<file path="src/rtl/sudoku_cursor_ctrl.sv">
// Backtracking turn sequencer for the sudoku grid: walks the 81 tiles in
// row-major order, hands the turn to one tile at a time and backtracks on failure.
module sudoku_cursor_ctrl #(
    parameter int LEN    = 3,
    parameter int STEP_W = 24
) (
    input  logic              clock,
    input  logic              reset,
    input  logic              start,
    input  logic              cursor_given,
    input  logic              tile_done,
    input  logic              tile_pass,
    output logic              turn_valid,
    output logic              turn_dir,
    output logic [3:0]        cursor_row,
    output logic [3:0]        cursor_col,
    output logic              busy,
    output logic              done_success,
    output logic              done_failure,
    output logic [STEP_W-1:0] step_count
);

    localparam int         SIDE = LEN * LEN;
    localparam logic [3:0] LAST = 4'(SIDE - 1);

    typedef enum logic [2:0] {
        IDLE,
        ISSUE,
        WAIT,
        SUCCESS,
        FAILURE
    } state_t;

    state_t              r_state;
    logic [3:0]          r_row;
    logic [3:0]          r_col;
    logic                r_dir;
    logic [STEP_W-1:0]   r_step;
    logic                r_busy;
    logic                r_done_s;
    logic                r_done_f;

    state_t              w_state_next;
    logic [3:0]          w_row_next;
    logic [3:0]          w_col_next;
    logic                w_dir_next;
    logic [STEP_W-1:0]   w_step_next;
    logic                w_turn;

    logic                w_at_first;
    logic                w_at_last;
    logic [3:0]          w_adv_row;
    logic [3:0]          w_adv_col;
    logic [3:0]          w_ret_row;
    logic [3:0]          w_ret_col;

    assign w_at_first = (r_row == 4'd0) && (r_col == 4'd0);
    assign w_at_last  = (r_row == LAST) && (r_col == LAST);

    // Row-major neighbours; the terminal cases are handled before these are used.
    assign w_adv_col = (r_col == LAST) ? 4'd0 : r_col + 4'd1;
    assign w_adv_row = (r_col == LAST) ? r_row + 4'd1 : r_row;
    assign w_ret_col = (r_col == 4'd0) ? LAST : r_col - 4'd1;
    assign w_ret_row = (r_col == 4'd0) ? r_row - 4'd1 : r_row;

    always_comb begin
        w_state_next = r_state;
        w_row_next   = r_row;
        w_col_next   = r_col;
        w_dir_next   = r_dir;
        w_step_next  = r_step;
        w_turn       = 1'b0;

        case (r_state)
            IDLE, SUCCESS, FAILURE: begin
                if (start) begin
                    w_state_next = ISSUE;
                    w_row_next   = 4'd0;
                    w_col_next   = 4'd0;
                    w_dir_next   = 1'b0;
                    w_step_next  = '0;
                end
            end

            ISSUE: begin
                if (!cursor_given) begin
                    w_turn       = 1'b1;
                    w_state_next = WAIT;
                    if (r_step != {STEP_W{1'b1}}) begin
                        w_step_next = r_step + 1'b1;
                    end
                end else if (!r_dir) begin
                    // Given clue: skip it in the direction we are travelling.
                    if (w_at_last) begin
                        w_state_next = SUCCESS;
                    end else begin
                        w_row_next = w_adv_row;
                        w_col_next = w_adv_col;
                    end
                end else begin
                    if (w_at_first) begin
                        w_state_next = FAILURE;
                    end else begin
                        w_row_next = w_ret_row;
                        w_col_next = w_ret_col;
                    end
                end
            end

            WAIT: begin
                if (tile_done) begin
                    if (tile_pass) begin
                        if (w_at_last) begin
                            w_state_next = SUCCESS;
                        end else begin
                            w_state_next = ISSUE;
                            w_row_next   = w_adv_row;
                            w_col_next   = w_adv_col;
                            w_dir_next   = 1'b0;
                        end
                    end else begin
                        if (w_at_first) begin
                            w_state_next = FAILURE;
                        end else begin
                            w_state_next = ISSUE;
                            w_row_next   = w_ret_row;
                            w_col_next   = w_ret_col;
                            w_dir_next   = 1'b1;
                        end
                    end
                end
            end

            default: begin
                w_state_next = IDLE;
            end
        endcase
    end

    always_ff @(posedge clock or posedge reset) begin
        if (reset) begin
            r_state  <= IDLE;
            r_row    <= 4'd0;
            r_col    <= 4'd0;
            r_dir    <= 1'b0;
            r_step   <= '0;
            r_busy   <= 1'b0;
            r_done_s <= 1'b0;
            r_done_f <= 1'b0;
        end else begin
            r_state  <= w_state_next;
            r_row    <= w_row_next;
            r_col    <= w_col_next;
            r_dir    <= w_dir_next;
            r_step   <= w_step_next;
            r_busy   <= (w_state_next == ISSUE) || (w_state_next == WAIT);
            r_done_s <= (w_state_next == SUCCESS);
            r_done_f <= (w_state_next == FAILURE);
        end
    end

    assign turn_valid   = w_turn;
    assign turn_dir     = r_dir;
    assign cursor_row   = r_row;
    assign cursor_col   = r_col;
    assign busy         = r_busy;
    assign done_success = r_done_s;
    assign done_failure = r_done_f;
    assign step_count   = r_step;

endmodule

</file>
<file path="config.mk">
export PLATFORM = sky130hd
export DESIGN_NAME = sudoku_cursor_ctrl
export DESIGN_NICKNAME = d
export VERILOG_FILES = /design/src/rtl/sudoku_cursor_ctrl.sv
export SDC_FILE = /design/constraint.sdc
export NUM_CORES = 1
export LEC_CHECK = 0
export CAP_MARGIN = 5
export CORE_ASPECT_RATIO = 0.75
export CORE_MARGIN = 5
export CORE_UTILIZATION = 30
export DETAILED_ROUTE_END_ITERATION = 7
export GPL_TIMING_DRIVEN = 0
export SYNTH_ARGS = -nofsm -noshare
export SYNTH_HDL_FRONTEND = slang
export SYNTH_SLANG_ARGS = --single-unit
</file>
<file path="constraint.sdc">
create_clock -name clock -period 5 [get_ports clock]
set_input_delay 0.75 -clock clock [delete_from_list [all_inputs] [get_ports clock]]
set_output_delay 0.75 -clock clock [all_outputs]
set_load 0.02 [all_outputs]
</file>
==> results of run 1 <==
-- sequential cells by signal (all words and copies together) (netlist names) --
register	flops
done_failure	1
turn_dir	1
cursor_col	4
done_success	1
step_count	24
cursor_row	4
r_state	3
busy	1
-- worst max-delay path, cell delays in order (launching register included) --
cell and delay, ns:
dfrtp_1 0.41, or3b_1 0.38, clkbuf_2 0.20, nor2_1 0.15
clkdlybuf4s50_1 0.62
-- kinds of logic after synthesis --
kind of cell    count (synthesis)  share of synthesized area (%)
xor+xnor                        4                           1.44
fa+ha+maj                       6                           3.08
flops                          39                           40.0
compound gates                 89                           24.0
mux                             3                           1.23
simple gates                  115                           26.2
buf+inv                        20                           4.00
-- layout by cell type, fill, tap and decap left out, drive strengths merged, types with 4 or more instances in the layout --
cell,synthesis,routed
buf,4,4
nand3,6,6
clkbuf,6,12
o31ai,9,9
dfrtp,39,39
and2,5,5
inv,10,10
or3,11,11
nand4,7,7
nand2,24,24
or4,6,6
nor3,5,5
ha,6,6
nand2b,7,7
a21oi,26,26
or2,4,4
nand3b,4,4
nor2,21,21
clkdlybuf4s50,0,42
nor3b,5,5
o21ai,27,27
-- power by group through the flow --
stage	sequential (mW)	clock, mW	combinational (mW)
global placement	0.431	0	0.772
global route	0.437	0.225	0.868
finish	0.426	0.203	0.784
detailed placement	0.432	0	0.782
CTS	0.426	0.211	0.786
floorplan	0.470	0	0.497
-- area by class of cell --
class                      count  area share [%]
tap                          105            4.29
sequential                    39            31.9
timing repair buffer          42            13.7
inverter                      10            1.23
multi-input combinational    217            44.5
clock buffer                   6            2.37
buffer                        10            1.96
-- path summary, 6_finish.rpt --
check,to,cells after the start
max in group asynchronous,cursor_col[2],2
min in group asynchronous,step_count[22],2
min reg2reg,step_count[1],2
max reg2reg,done_success,7
max,turn_valid,4
min,step_count[1],2
-- metal layers --
layer | vias up | share of wire (%)
met4 | 0 | 1.4
met5 | - | 0
li1 | 1125 | -
met2 | 49 | 43
met3 | 8 | 4.6
met1 | 1092 | 51
-- cells in the mapped netlist, drive strengths merged (5+ instances only) --
cell,n
nor3,5
nor2,21
clkbuf,6
or3,11
a21oi,26
nand2b,7
o21ai,27
ha,6
nand3,6
or4,6
o31ai,9
nor3b,5
dfrtp,39
nand4,7
nand2,24
inv,10
and2,5
==> results.txt, run 1 <==
- Setup total negative slack on the finished layout was measured at 0 ns.
- Switching portion of total power: 45.5%
- Post-Synthesis Net Count: 288
* Critical path class: reg2out
- Cell count after synthesis: 276
* Setup violations, final: 0
- Number of setup buffers added after CTS: 0
* Die area: 10000 um2
* Number of global-route vias before repair: 2114
- Met2 demand-to-capacity share in global routing: 19.2%
- The multi-input combinational cells in the finished layout cover a total of 1360 um2.
* Leakage power of the design: 1.17 nW
- Wire length of the first global-routing pass: 10.6 mm
* Element type at the critical path end: output port
- H-Tree Depth: 2
- In this run the tightest slew margin relative to its limit is 43.2%.
- For this run the aggregate overflow at the end of global routing stands at 0.
* Total number of vias: 2274
- The startpoint identified for the worst register-to-register timing path is cursor_col[0].
- CTS buffer count: 5
- For this run, the leading register cell type out of synthesis is dfrtp_1.
- Global routing consumed, on the met3 layer, 2.42% of the routing resources.
* Shortest clock period the worst path allows after layout: 2.80 ns
* Clock sink total: 39
- 43 I/O pins were placed.
- TritonCTS built the clock tree.
- Once detailed placement completed, the half-perimeter wirelength came to 4.72 mm.
- The die is 114 um wide.
- Starting density of the core: 30.8%
- Peak Freq: 357 MHz
- Global routing usage on met1: 19.5%
- The first detailed-routing pass ran for 4 iterations.
- After routing the design area is 3060 um2.
* CP Launch Type: flop
* Finished Core Util: 38.7%
- Overall power: 1.41 mW
* Critical Path AT: 2.05 ns
- The number of antenna violations at the first check in global routing was 0.
- The final layout contains 337 nets.
- In this run the cell area measured after placement is 2990 um2.
- Antenna diode count: 0
- For this run, asynchronously set or reset flops after synthesis account for 100%.
- Peak fanout along the critical path: 8
* Combinational fraction of design power: 55.5%
- In this run the worst hold path is classified as reg2reg.
- met1 is the most crowded layer.
* Post-placement setup slack: 1.93 ns
* Yosys top cell area share: 40.0%
- For the worst-skew pair, the clock arrives at the later sink with an insertion delay of 0.29 ns.
- # DRC: 0
* Chip Height: 88.1 um
- Via-to-Cell Ratio: 5.30
- Aggregate global-route resource usage: 13.2%
- Dominant cells by area after synthesis: dfrtp_1 40%, o21ai_0 5.3%, a21oi_1 5.1%
- Of the total power, the clock network draws 14.4%.
* Maximum root-to-sink buffer count: 2
- Excluding fillers, the count of instances in the completed layout stands at 429.
- The synthesized design contains 0 enable-type register cells.
- DP Cell Count: 423
* Pin count of the biggest net entering global routing: 40
- Number of nets with antenna violations after routing: 0
- The worst path meets setup with 2.20 ns of slack.
* Post_cts resized: 0
- The tool flagged a number of max-cap violations equal to 0.
* Average cell area after synthesis: 8.83 um2
* Net switching power: 643 uW
* Layout fillers: 824
- Summing every instance area after synthesis gives 2440 um2.
- Gp weighted congestion: 0.847
- The internal portion of the total power is 770 uW.
- Routed WL: 6.43 mm
- Counting distinct cell types in the post-synthesis netlist gives 56.
- Worst-margin pin slew: 0.851 ns
- Setup repair after global routing left no endpoint under its margin.
* Fraction of final layout cells with drive strength greater than 1: 7.41%
- Clock-pin slew was measured on the worst setup and hold paths at 0.07 ns.
- The critical path starts at r_state[1].
* Worst-case register-to-register setup slack: 2.56 ns
- The run finished with clean final reports.
- The floorplan has 28 rows.
* VDD IR max: 0.000179 V
- Number of I/O port buffers: 42
- The final critical path takes up 56.0% of the cycle.
* WHS: 0.545 ns
- Relative contribution of sequential cells to total power: 30.1%
- Max-slew violation total from the final report: 0
* Synth Register Bits: 39
- During synthesis, Yosys emitted a total of 0 warnings.
* Seq/Total Area, Yosys: 40.0%
- Iteration-0 DRC Markers: 92
- Placeable core region: 7920 um2
- Across the routed clock network, the largest skew measured is 0.00823 ns.
- The largest total area in the synthesized netlist belongs to dfrtp_1.
- Cts hold-fix bufs: 0
- Layout overhead on the synthesized area: 25.6%
- The startpoint identified for the worst hold timing path is step_count[1].
- The final-report hold violation count was 0.
- Registers take 976 um2.
- For the worst setup path, the data required time is 4.25 ns.
* Library cell used as clock root buffer: clkbuf_8
* Routed length per instance: 15.0 um
- Power spread over the standard cell area amounts to 462 nW/um2.
Power figures use the tool's default switching activity.
==> run 2: changes to the inputs <==
- clock period: 5 -> 2.79 ns (I/O delays scaled with it)
==> results of run 2 <==
Same layout as run 1 (identical final DEF). Status: finished, final reports clean.
Main changes from that run: setup slack after placement 1.93 ns -> 0.0517 ns; setup slack after layout 2.20 ns -> 0.321 ns; register-to-register setup slack 2.56 ns -> 0.35 ns; total power 1.41 mW -> 2.53 mW; worst IR drop on VDD 0.000179 V -> 0.000321 V
==> run 3: changes to the inputs <==
- CTS_CLUSTER_DIAMETER: not set -> 80
==> results of run 3 <==
Same layout as run 1 (identical final DEF). Status: finished, final reports clean.
Main changes from that run: setup slack after placement 1.93 ns -> 0.0517 ns; setup slack after layout 2.20 ns -> 0.321 ns; register-to-register setup slack 2.56 ns -> 0.35 ns; total power 1.41 mW -> 2.53 mW; worst IR drop on VDD 0.000179 V -> 0.000321 V
